`src/rtl/spi_pkg.sv`:
```
// spi_pkg: shared types and constants for the SPI responder.
//   spi_slave_state_t : frame FSM state (IDLE, SHIFT)
//   SPI_DATA_W        : frame width in bits
//   SPI_IDLE_BYTE_DEF : default byte sent when the TX buffer is empty
package spi_pkg;

  localparam int SPI_DATA_W = 8;
  localparam logic [SPI_DATA_W-1:0] SPI_IDLE_BYTE_DEF = 8'h00;

  typedef enum logic {
    IDLE  = 1'b0,
    SHIFT = 1'b1
  } spi_slave_state_t;

endpackage

```
`src/rtl/spi_sync_edge.sv`:
```
// spi_sync_edge: SYNC_STAGES-deep synchronizer for one asynchronous input,
// with one extra registered copy to derive single-cycle edge strobes.
// Ports:
//   clk, reset : system clock, synchronous active-high reset
//   d_i        : asynchronous input
//   level_o    : synchronized level
//   rise_o     : one-cycle strobe on synchronized 0->1
//   fall_o     : one-cycle strobe on synchronized 1->0
// RST_VAL sets the idle level all flops take in reset.
module spi_sync_edge #(
  parameter int   SYNC_STAGES = 2,
  parameter logic RST_VAL     = 1'b0
) (
  input  logic clk,
  input  logic reset,
  input  logic d_i,
  output logic level_o,
  output logic rise_o,
  output logic fall_o
);

  if (SYNC_STAGES < 2) begin : g_bad_depth
    $error("spi_sync_edge: SYNC_STAGES must be at least 2");
  end

  logic [SYNC_STAGES-1:0] sync_q;
  logic                   prev_q;

  always_ff @(posedge clk) begin
    if (reset) begin
      sync_q <= {SYNC_STAGES{RST_VAL}};
      prev_q <= RST_VAL;
    end else begin
      sync_q <= {sync_q[SYNC_STAGES-2:0], d_i};
      prev_q <= sync_q[SYNC_STAGES-1];
    end
  end

  assign level_o = sync_q[SYNC_STAGES-1];
  assign rise_o  = level_o & ~prev_q;
  assign fall_o  = ~level_o & prev_q;

endmodule

```
`src/rtl/spi_slave.sv`:
```
// spi_slave: SPI mode-0 responder, MSB first, 8-bit frames, oversampled on clk.
// Ports:
//   clk, reset          : system clock, synchronous active-high reset
//   sclk, mosi, ss_n    : SPI pins from the master (asynchronous)
//   miso, miso_oe       : serial data out and pad enable (enable while in a frame)
//   tx_data/valid/ready : one-entry TX byte buffer, accept on valid && ready
//   rx_data, rx_valid   : last complete byte and its one-cycle update pulse
//   busy                : frame in progress
// Optional build macro SPI_SLAVE_ABORT_FLAG_EN adds:
//   abort       : pulse when ss_n deasserts mid-byte
//   tx_underrun : pulse when IDLE_BYTE is loaded because the buffer was empty
module spi_slave
  import spi_pkg::*;
#(
  parameter int                    SYNC_STAGES = 2,
  parameter logic [SPI_DATA_W-1:0] IDLE_BYTE   = SPI_IDLE_BYTE_DEF
) (
  input  logic                  clk,
  input  logic                  reset,
  input  logic                  sclk,
  input  logic                  mosi,
  input  logic                  ss_n,
  output logic                  miso,
  output logic                  miso_oe,
  input  logic [SPI_DATA_W-1:0] tx_data,
  input  logic                  tx_valid,
  output logic                  tx_ready,
  output logic [SPI_DATA_W-1:0] rx_data,
  output logic                  rx_valid,
  output logic                  busy
`ifdef SPI_SLAVE_ABORT_FLAG_EN
  ,
  output logic                  abort,
  output logic                  tx_underrun
`endif
);

  localparam int CNT_W = $clog2(SPI_DATA_W);

  // synchronized pins
  logic sclk_s, sclk_rise, sclk_fall;
  logic mosi_s, mosi_rise, mosi_fall;
  logic ss_s, ss_rise, ss_fall;

  spi_sync_edge #(.SYNC_STAGES(SYNC_STAGES), .RST_VAL(1'b0)) u_sync_sclk (
    .clk(clk), .reset(reset), .d_i(sclk),
    .level_o(sclk_s), .rise_o(sclk_rise), .fall_o(sclk_fall)
  );

  spi_sync_edge #(.SYNC_STAGES(SYNC_STAGES), .RST_VAL(1'b0)) u_sync_mosi (
    .clk(clk), .reset(reset), .d_i(mosi),
    .level_o(mosi_s), .rise_o(mosi_rise), .fall_o(mosi_fall)
  );

  // ss_n idles high so reset does not fake a frame start
  spi_sync_edge #(.SYNC_STAGES(SYNC_STAGES), .RST_VAL(1'b1)) u_sync_ss (
    .clk(clk), .reset(reset), .d_i(ss_n),
    .level_o(ss_s), .rise_o(ss_rise), .fall_o(ss_fall)
  );

  logic unused_strobes;
  assign unused_strobes = sclk_s ^ mosi_rise ^ mosi_fall ^ ss_rise;

  spi_slave_state_t      state_q, state_d;
  logic [CNT_W-1:0]      bit_cnt_q, bit_cnt_d;
  logic [SPI_DATA_W-1:0] tx_sh_q, tx_sh_d;
  logic [SPI_DATA_W-1:0] rx_sh_q, rx_sh_d;
  logic [SPI_DATA_W-1:0] rx_data_q, rx_data_d;
  logic                  rx_valid_q, rx_valid_d;
  logic [SPI_DATA_W-1:0] buf_q, buf_d;
  logic                  full_q, full_d;
  logic                  load, accept;
  logic                  abort_d, underrun_d;

  assign accept = tx_valid & ~full_q;

  always_comb begin
    state_d    = state_q;
    bit_cnt_d  = bit_cnt_q;
    tx_sh_d    = tx_sh_q;
    rx_sh_d    = rx_sh_q;
    rx_data_d  = rx_data_q;
    rx_valid_d = 1'b0;
    abort_d    = 1'b0;
    underrun_d = 1'b0;
    load       = 1'b0;

    case (state_q)
      IDLE: begin
        bit_cnt_d = '0;
        if (ss_fall) begin
          load    = 1'b1;
          state_d = SHIFT;
        end
      end
      SHIFT: begin
        // deselect wins over any sclk edge in the same cycle
        if (ss_s) begin
          state_d   = IDLE;
          bit_cnt_d = '0;
          abort_d   = (bit_cnt_q != '0);
        end else if (sclk_rise) begin
          rx_sh_d   = {rx_sh_q[SPI_DATA_W-2:0], mosi_s};
          bit_cnt_d = bit_cnt_q + 1'b1;
          if (bit_cnt_q == CNT_W'(SPI_DATA_W - 1)) begin
            rx_data_d  = {rx_sh_q[SPI_DATA_W-2:0], mosi_s};
            rx_valid_d = 1'b1;
          end
        end else if (sclk_fall) begin
          // fall after a complete byte primes the next back-to-back frame
          if (bit_cnt_q != '0) tx_sh_d = {tx_sh_q[SPI_DATA_W-2:0], 1'b0};
          else                 load    = 1'b1;
        end
      end
      default: state_d = IDLE;
    endcase

    // load sees the buffer as it was before any same-cycle accept
    if (load) begin
      tx_sh_d    = full_q ? buf_q : IDLE_BYTE;
      underrun_d = ~full_q;
    end

    full_d = (full_q & ~load) | accept;
    buf_d  = accept ? tx_data : buf_q;
  end

  always_ff @(posedge clk) begin
    if (reset) begin
      state_q    <= IDLE;
      bit_cnt_q  <= '0;
      tx_sh_q    <= '0;
      rx_sh_q    <= '0;
      rx_data_q  <= '0;
      rx_valid_q <= 1'b0;
      buf_q      <= '0;
      full_q     <= 1'b0;
    end else begin
      state_q    <= state_d;
      bit_cnt_q  <= bit_cnt_d;
      tx_sh_q    <= tx_sh_d;
      rx_sh_q    <= rx_sh_d;
      rx_data_q  <= rx_data_d;
      rx_valid_q <= rx_valid_d;
      buf_q      <= buf_d;
      full_q     <= full_d;
    end
  end

`ifdef SPI_SLAVE_ABORT_FLAG_EN
  logic abort_q, underrun_q;

  always_ff @(posedge clk) begin
    if (reset) begin
      abort_q    <= 1'b0;
      underrun_q <= 1'b0;
    end else begin
      abort_q    <= abort_d;
      underrun_q <= underrun_d;
    end
  end

  assign abort       = abort_q;
  assign tx_underrun = underrun_q;
`else
  logic unused_flags;
  assign unused_flags = abort_d ^ underrun_d;
`endif

  assign busy     = (state_q == SHIFT);
  assign miso     = busy & tx_sh_q[SPI_DATA_W-1];
  assign miso_oe  = busy;
  assign tx_ready = ~full_q;
  assign rx_data  = rx_data_q;
  assign rx_valid = rx_valid_q;

endmodule

```
`config.mk`:
```
export PLATFORM = sky130hd
export DESIGN_NAME = spi_slave
export DESIGN_NICKNAME = d
export VERILOG_FILES = /design/src/rtl/spi_pkg.sv /design/src/rtl/spi_sync_edge.sv /design/src/rtl/spi_slave.sv
export SDC_FILE = /design/constraint.sdc
export NUM_CORES = 1
export LEC_CHECK = 0
export ABC_AREA = 1
export CAP_MARGIN = 20
export CELL_PAD_IN_SITES_DETAIL_PLACEMENT = 0
export CELL_PAD_IN_SITES_GLOBAL_PLACEMENT = 1
export CORE_MARGIN = 10
export CORE_UTILIZATION = 23
export CTS_CLUSTER_DIAMETER = 80
export DETAILED_ROUTE_END_ITERATION = 10
export PLACE_DENSITY_LB_ADDON = 0.1
export SYNTH_ARGS = -nofsm -noshare
export SYNTH_HDL_FRONTEND = slang
export SYNTH_HIERARCHICAL = 1
export SYNTH_SLANG_ARGS = --single-unit
```
`constraint.sdc`:
```
create_clock -name clk -period 2.2 [get_ports clk]
set_input_delay 0.33 -clock clk [delete_from_list [all_inputs] [get_ports clk]]
set_output_delay 0.33 -clock clk [all_outputs]
set_load 0.005 [all_outputs]
```
After elaboration in Yosys (flattened, before gate mapping)
Cells that the tools add are included.
Word-level totals
  register bits: 45
  word-level logic and storage cells: 59
Operators by class
  bitwise gates (word level): 14
  muxes and demuxes: 19
  add/subtract/negate cells: 1
  reduce and logical (&&, ||, !) cells: 8
  equal/unequal tests: 4
Operator list (count)
  $mux W8: 7
  $mux W1: 7
  $not A1 Y1: 7
  $and A1 B1 Y1: 6
  $mux W3: 2
  $pmux W3 S2: 1
  $reduce_bool A2 Y1: 3
  $reduce_and A5 Y1: 1
  $pmux W1 S2: 2
  $reduce_and A4 Y1: 1
  $reduce_or A4 Y1: 1
  $add A3 B1 Y3 const B: 1
  $eq A3 B3 Y1 const B: 1
  $ne A3 B2 Y1 const B: 1
  $reduce_and A3 Y1: 1
  $reduce_bool A3 Y1: 1
  $ne A2 B1 Y1 const B: 1
  $ne A2 B2 Y1 const B: 1
  $or A1 B1 Y1: 1

Logic depth before layout (Yosys ltp)
Gate-level depths: netlist of run 1.
  depth in word-level cells: 9
  depth in mapped cells: 10
  mapped depth without buffers: 9

Cells and area by module
Netlist of run 1, hierarchy kept.
Modules (own cells, without submodules)
  spi_slave: seq. area each 740.7 um^2, cells an instance 205, area each 1547.7 um^2, times used 1
  spi_sync_edge at u_sync_mosi ...: seq. area each 60.1 um^2, cells an instance 12, area each 93.8 um^2, times used 2
  spi_sync_edge at u_sync_ss: seq. area each 60.1 um^2, cells an instance 13, area each 97.6 um^2, times used 1

Least setup slack after synthesis of run 1
Ideal clock, no wire load.
  kind: register to register
  from: register u_sync_sclk.sync_q[1]
  to: register tx_sh_q[1]
  path buffers: 1
  stages on the path, launching flop included: 9
  slack: 1.001 ns
  required time: 2.083 ns
  library setup time: 0.117 ns
  data arrival time: 1.082 ns
  cells stage by stage: dfxtp_1 inv_1 nor2_1 nor2_2 nand2_2 nand2_2 buf_6 o21ai_0 nor2_1
RTL lines
  start: declaration: RTL line spi_sync_edge.sv:26  | logic [SYNC_STAGES-1:0] sync_q;
  start signal: assignment: RTL line spi_sync_edge.sv:31  | sync_q <= {SYNC_STAGES{RST_VAL}};
  start signal: assignment: RTL line spi_sync_edge.sv:34  | sync_q <= {sync_q[SYNC_STAGES-2:0], d_i};
  $and A1 B1 Y1 *: RTL line spi_sync_edge.sv:40  | assign rise_o = level_o & ~prev_q;
  named net sclk_rise: RTL line spi_slave.sv:41  | logic sclk_s, sclk_rise, sclk_fall;
  $mux W1: RTL line spi_slave.sv:102  | end else if (sclk_rise) begin
  $mux W1: RTL line spi_slave.sv:98  | if (ss_s) begin
  $pmux W1 S2: RTL line spi_slave.sv:88  | case (state_q)
  $ne A2 B2 Y1 (no source line), or another cell as far along
  $reduce_and A5 Y1 (no source line)
  end signal: assignment: RTL line spi_slave.sv:141  | tx_sh_q <= tx_sh_d;
  end: declaration: RTL line spi_slave.sv:66  | logic [SPI_DATA_W-1:0] tx_sh_q, tx_sh_d;
The timed path passes the listed nets; every way through them passes the cells marked *.
A chain may end at the register's enable or synchronous reset.

Final worst setup path of run 1
  from: register full_q
  to: output tx_ready
Between the ends
  cells in the longest elaborated chain, start to end: 1
RTL lines
  start: declaration: RTL line spi_slave.sv:71  | logic full_q, full_d;
  start signal: assignment: RTL line spi_slave.sv:146  | full_q <= full_d;
  $not A1 Y1: RTL line spi_slave.sv:173  | assign tx_ready = ~full_q;
  end: declaration: RTL line spi_slave.sv:27  | output logic tx_ready,
No other way between the ends.

==> results of run 1 <==
## power by group through the flow
| stage | logic [mW] | clock network (mW) | registers (mW) |
|---|---|---|---|
| final | 0.110 | 0.561 | 0.858 |
| after global routing | 0.128 | 0.636 | 0.863 |
| after CTS | 0.112 | 0.594 | 0.859 |
| after detailed placement | 0.112 | 0 | 0.878 |
| after global placement | 0.111 | 0 | 0.879 |
| after floorplan | 0.0715 | 0 | 0.870 |
## layout make-up
cell class | instances | share of cell area [%]
well taps | 102 | 5.72
clock buffers | 7 | 4.32
repair buffers | 28 | 12.3
inverters | 27 | 4.66
clock inverters | 1 | 0.224
flip-flops and latches | 45 | 40.4
multi-input cells | 153 | 32.4
## sequential cells by signal (all words and copies together), names as in the netlist
| signal | cells |
|---|---|
| buf_q | 8 |
| rx_valid | 1 |
| bit_cnt_q | 3 |
| u_sync_sclk/prev_q | 1 |
| rx_sh_q | 7 |
| tx_sh_q | 8 |
| u_sync_mosi/sync_q | 2 |
| u_sync_ss/prev_q | 1 |
| full_q | 1 |
| rx_data | 8 |
| busy | 1 |
| u_sync_ss/sync_q | 2 |
| u_sync_sclk/sync_q | 2 |
## worst max-delay path: stages, from the launching register on
cell and delay (ns):
dfxtp_1 0.53, inv_1 0.10, clkdlybuf4s50_1 0.47
## routing by layer
layer  vias up  GRT usage [%]  routed length (um)
li1        791              -                   -
met1       634           9.93                2120
met2        20           11.2                1740
met3         5           2.80                 177
met4         0           2.58                  48
met5         -              0                   0
## through the flow
stage	std cells	hold WS, ns
after floorplan	235	0.387
after global placement	355	0.391
after detailed placement	355	0.393
after CTS	363	0.406
after global routing	363	0.439
final	363	0.404
## path summary, 6_finish.rpt
check / startpoint / endpoint / slack [ns]
worst min-delay path: u_sync_sclk/sync_q[0] / u_sync_sclk/sync_q[1] / 0.40
worst max-delay path: full_q / tx_ready / 0.48
worst min register to register: u_sync_sclk/sync_q[0] / u_sync_sclk/sync_q[1] / 0.40
worst max register to register: u_sync_ss/sync_q[1] / tx_sh_q[7] / 0.72
## layout by cell type (no fill, tap or decap)
cell and instances:
ha_1 3, buf_4 2, nand2_4 1, o21ai_1 4, dfxtp_1 45, clkdlybuf4s50_1 26, nor2_1 47, nor2_2 1
nand3_4 1, inv_1 24, nand3_1 14, a21oi_1 20, nand2_2 5, inv_2 1, nor2_4 1, o21ai_0 24
clkinv_2 3, clkbuf_8 7, nand2_1 32
==> results.yml, run 1 <==
run_status:
  status: "finished clean"
drt:
  drt_first_pass_iters: 4
  drtIter0Drc: 40
  remaining_drc_errors: 0
  routed_wl_um: 4090
  vias_per_cell: 3.99
  drtAntennaViolNets: 0
  via_count: 1450
  routedWlPerCell_um: 11.3
critical_path:
  cp-start-kind: "register"
  reg2reg_depth: 6
  cp-end-kind: "primary output"
  path_max_fanout: 10
  crit_type: "reg2out"
  worstPathRequired_ns: 1.87
  cp_data_arrival_time_ns: 1.39
sta:
  fmax_ghz: 0.581
  worst_slack_ns: 0.478
  rsz0062_at_grt: "no"
  hold_violations: 0
  slew_viol_final: 0
  tns_ns: 0
  max_slew_margin_pct: 74.5
  finalCritPeriodShare_pct: 78.3
  worst_pin_slew_ns: 0.382
  fin_crit_ns: 1.72
  fin_worst_skew_ns: 0.00800
  setup_viol: 0
die:
  die_area_um2: 11700
  die_h_um: 108
  rows: 32
  coreArea_um2: 7650
  start_util_pct: 23.4
  die_x_um: 108
  ioPinCount: 27
power_and_ir_drop:
  ir_drop_uv: 202
  p_per_area_nw_per_um2: 685
  switchingPower_mw: 0.352
  switching_share_pct: 23.1
  internal-power_mw: 1.18
  power_frac_comb_pct: 7.2
  pwr-share-seq_pct: 56.1
  clkPwrFrac_pct: 36.7
  leakage_nw: 0.908
  finalPower_mw: 1.53
global_route:
  grt-ovfl-total: 0
  grt_first_pass_wirelength_um: 7190
  grt_pass1_vias: 1487
  grt_start_max_net_pins: 30
  antenna_found_initial: 0
  grt_usage_pct: 7.59
finish:
  diodes: 0
  drive_gt1_share_pct: 8.43
  multi_input_area_um2: 722
  fin_util_pct: 29.2
  nNetsFinal: 277
  n_fill_cell: 868
  syn_to_final_growth_pct: 24.6
  seq_area_um2: 901
  design_area_um2: 2230
placed_design:
  hpwlAfterDp_um: 2900
  port_buffers: 26
  gp_congestion: 0.689
  place_ws_ns: 0.698
  placed_area_um2: 2130
clock_tree:
  cts_buffers: 5
  cts_sinks: 45
  cts_setup_buffers: 0
  post_cts_resized: 0
  clockBufferDepth: 2
  ctsHtreeMaxLevel: 2
  cts_root_buffer: "clkbuf_8"
  cts.reportedPaths.clkPinSlew_ns: 0.08
  cts_tree: "built"
  clk_latency_ns: 0.29
  cts_hold_repair.buffers: 0
synthesis:
  yosys_warnings: 6
  syn-num-nets: 252
  syn_area_um2: 1790
  synth_area_per_cell_um2: 7.62
  syn-instance-count: 235
worst_hold_path:
  hp-class: "reg2reg"
  whs_path_depth: 2
flow_run:
  maxCapViolations: 0
No activity file was read; power rests on OpenSTA's default activity.
==> inputs of run 2 (changes only) <==
==> constraint.sdc (replaced) <==
create_clock -name clk -period 1.5 [get_ports clk]
set_input_delay 0.225 -clock clk [delete_from_list [all_inputs] [get_ports clk]]
set_output_delay 0.225 -clock clk [all_outputs]
set_load 0.005 [all_outputs]
==> run 2 against run 1 <==
Sequential share of layout area shrank 2.2 points. Critical path depth is the same. Final area grew 6.0%. Utilization grew 1.8 points. Via count grew 4.7%. Worst setup slack lost 0.37 ns. Non-clock buffer count grew 6. Sequential power grew 46%. Clock skew shrank 0.0028 ns. Cell count grew 1.9%. Highest routed layer unchanged. Register-to-register slack lost 0.56 ns. Routed wire length grew 3.0%.
==> results.yml, run 2 (synthesis results as in run 1) <==
sta:
  hold_ws_ns: 0.407
  worst_pin_slew_ns: 0.297
  fmax_ghz: 0.717
  setup_viol: 0
  fin_worst_skew_ns: 0.00518
  hold_violations: 0
  tns_ns: 0
  slew_viol_final: 0
  finalCritPeriodShare_pct: 93.0
  rsz0062_at_grt: "no"
  fin_crit_ns: 1.40
  max_slew_margin_pct: 80.2
finish:
  diodes: 0
  syn_to_final_growth_pct: 32.1
  multi_input_area_um2: 752
  nNetsFinal: 284
  fin_util_pct: 30.9
  seq_area_um2: 903
  drive_gt1_share_pct: 13.1
  n_fill_cell: 857
  final_cell_mix: "44 x nor2_1, 43 x dfxtp_1, 32 x nand2_1, 25 x clkdlybuf4s50_1, 24 x o21ai_0"
  final_common_cell: "nor2_1"
  design_area_um2: 2360
die:
  ioPinCount: 27
  die_x_um: 108
  die_area_um2: 11700
  start_util_pct: 23.4
  die_h_um: 108
  coreArea_um2: 7650
  rows: 32
power_and_ir_drop:
  ir_drop_uv: 343
  switchingPower_mw: 0.546
  internal-power_mw: 1.99
  power_frac_comb_pct: 7.4
  pwr-share-seq_pct: 49.5
  leakage_nw: 0.966
  clkPwrFrac_pct: 43.0
  switching_share_pct: 21.6
  p_per_area_nw_per_um2: 1070
critical_path:
  cp-start-kind: "register"
  crit_path_start: "full_q"
  cpPeakStageDelay_ns: 0.50
  cp_data_arrival_time_ns: 1.17
  timing.rr.end: "rx_sh_q[2]"
  worstPathRequired_ns: 1.27
  cp-end-kind: "primary output"
  cp_slowest_cell: "clkdlybuf4s50_1"
  crit_type: "reg2out"
  reg2reg_depth: 7
  r2r_start: "busy"
  cp_cell_sequence: "inv_1 -> clkdlybuf4s50_1"
  path_max_fanout: 2
  rrSetupSlack_ns: 0.16
  critPathCapture: "tx_ready"
clock_tree:
  cts_root_buffer: "clkbuf_8"
  cts.reportedPaths.clkPinSlew_ns: 0.09
  ctsHtreeMaxLevel: 2
  cts_sinks: 45
  clockBufferDepth: 2
  clk_latency_ns: 0.30
  cts_buffers: 5
  cts_tree: "built"
worst_hold_path:
  whs_path_depth: 2
  hp-class: "reg2reg"
placed_design:
  port_buffers: 26
  hpwlAfterDp_um: 2880
  gp_congestion: 0.663
  placed_area_um2: 2180
drt:
  drt_first_pass_iters: 4
  via_count: 1518
  routed_wl_um: 4210
  vias_per_cell: 4.10
  routedWlPerCell_um: 11.4
  drtAntennaViolNets: 0
  drtIter0Drc: 40
  remaining_drc_errors: 0
run_status:
  status: "finished clean"
global_route:
  grt_usage_pct: 7.60
  grt-ovfl-total: 0
  antenna_found_initial: 0
  grt_start_max_net_pins: 30
  grt_first_pass_wirelength_um: 7160
  grt_pass1_vias: 1550
flow_run:
  maxCapViolations: 0
## run 2: stage by stage
step,setup WS [ns],std cells,power (mW)
6_report,0.105,370,2.53
3_5_place_dp,0.174,359,1.47
3_3_place_gp,0.142,359,1.47
2_1_floorplan,0.301,235,1.38
4_1_cts,0.0761,368,2.59
5_1_grt,0.0174,370,2.67
## run 2: worst min path at each step
stage,start,end,slack (ns)
6_report,u_sync_mosi/sync_q[0],u_sync_mosi/sync_q[1],0.41
5_1_grt,u_sync_mosi/sync_q[0],u_sync_mosi/sync_q[1],0.42
4_1_cts,u_sync_mosi/sync_q[0],u_sync_mosi/sync_q[1],0.41
3_5_place_dp,u_sync_mosi/sync_q[0],u_sync_mosi/sync_q[1],0.40
3_3_place_gp,u_sync_mosi/sync_q[0],u_sync_mosi/sync_q[1],0.39
2_1_floorplan,reset,u_sync_mosi/sync_q[0],0.30
## run 2: timing repair
item | 4_1_cts | 5_1_grt
endpoints found under the setup margin | 2 | 7
buffers inserted | 1 | 1
gates cloned | 0 | 1
pin swaps | 0 | 1
hold buffers | 0 | 0
resized for setup | 3 | 6
## run 2: worst max-delay path: cells and delay by family (launching register included)
family                 cells  cell delay [ns]
DFF                        1             0.32
buffers and inverters      2             0.56
## run 2: area by class of cell
type,count,share of cell area (%)
sequential,45,38.2
multi-input combinational,154,31.8
timing repair buffer,34,14.6
tap,102,5.40
inverter,27,4.39
clock buffer,5,2.91
clock inverter,3,2.75
## run 2: power groups by stage
stage          clock network, mW  registers [mW]  logic, mW
2_1_floorplan                  0            1.28      0.105
3_3_place_gp                   0            1.28      0.186
3_5_place_dp                   0            1.28      0.186
4_1_cts                     1.15            1.25      0.188
5_1_grt                     1.19            1.26      0.218
6_report                    1.09            1.25      0.188
## run 2: routing by layer
metal  vias to the layer above  global-route usage (%)  part of all wire, %
met5                         -                       0                    0
met4                         0                    2.86                  1.5
met3                         6                    2.80                  4.4
met2                        19                    11.8                   42
met1                       690                    9.40                   52
li1                        803                       -                    -
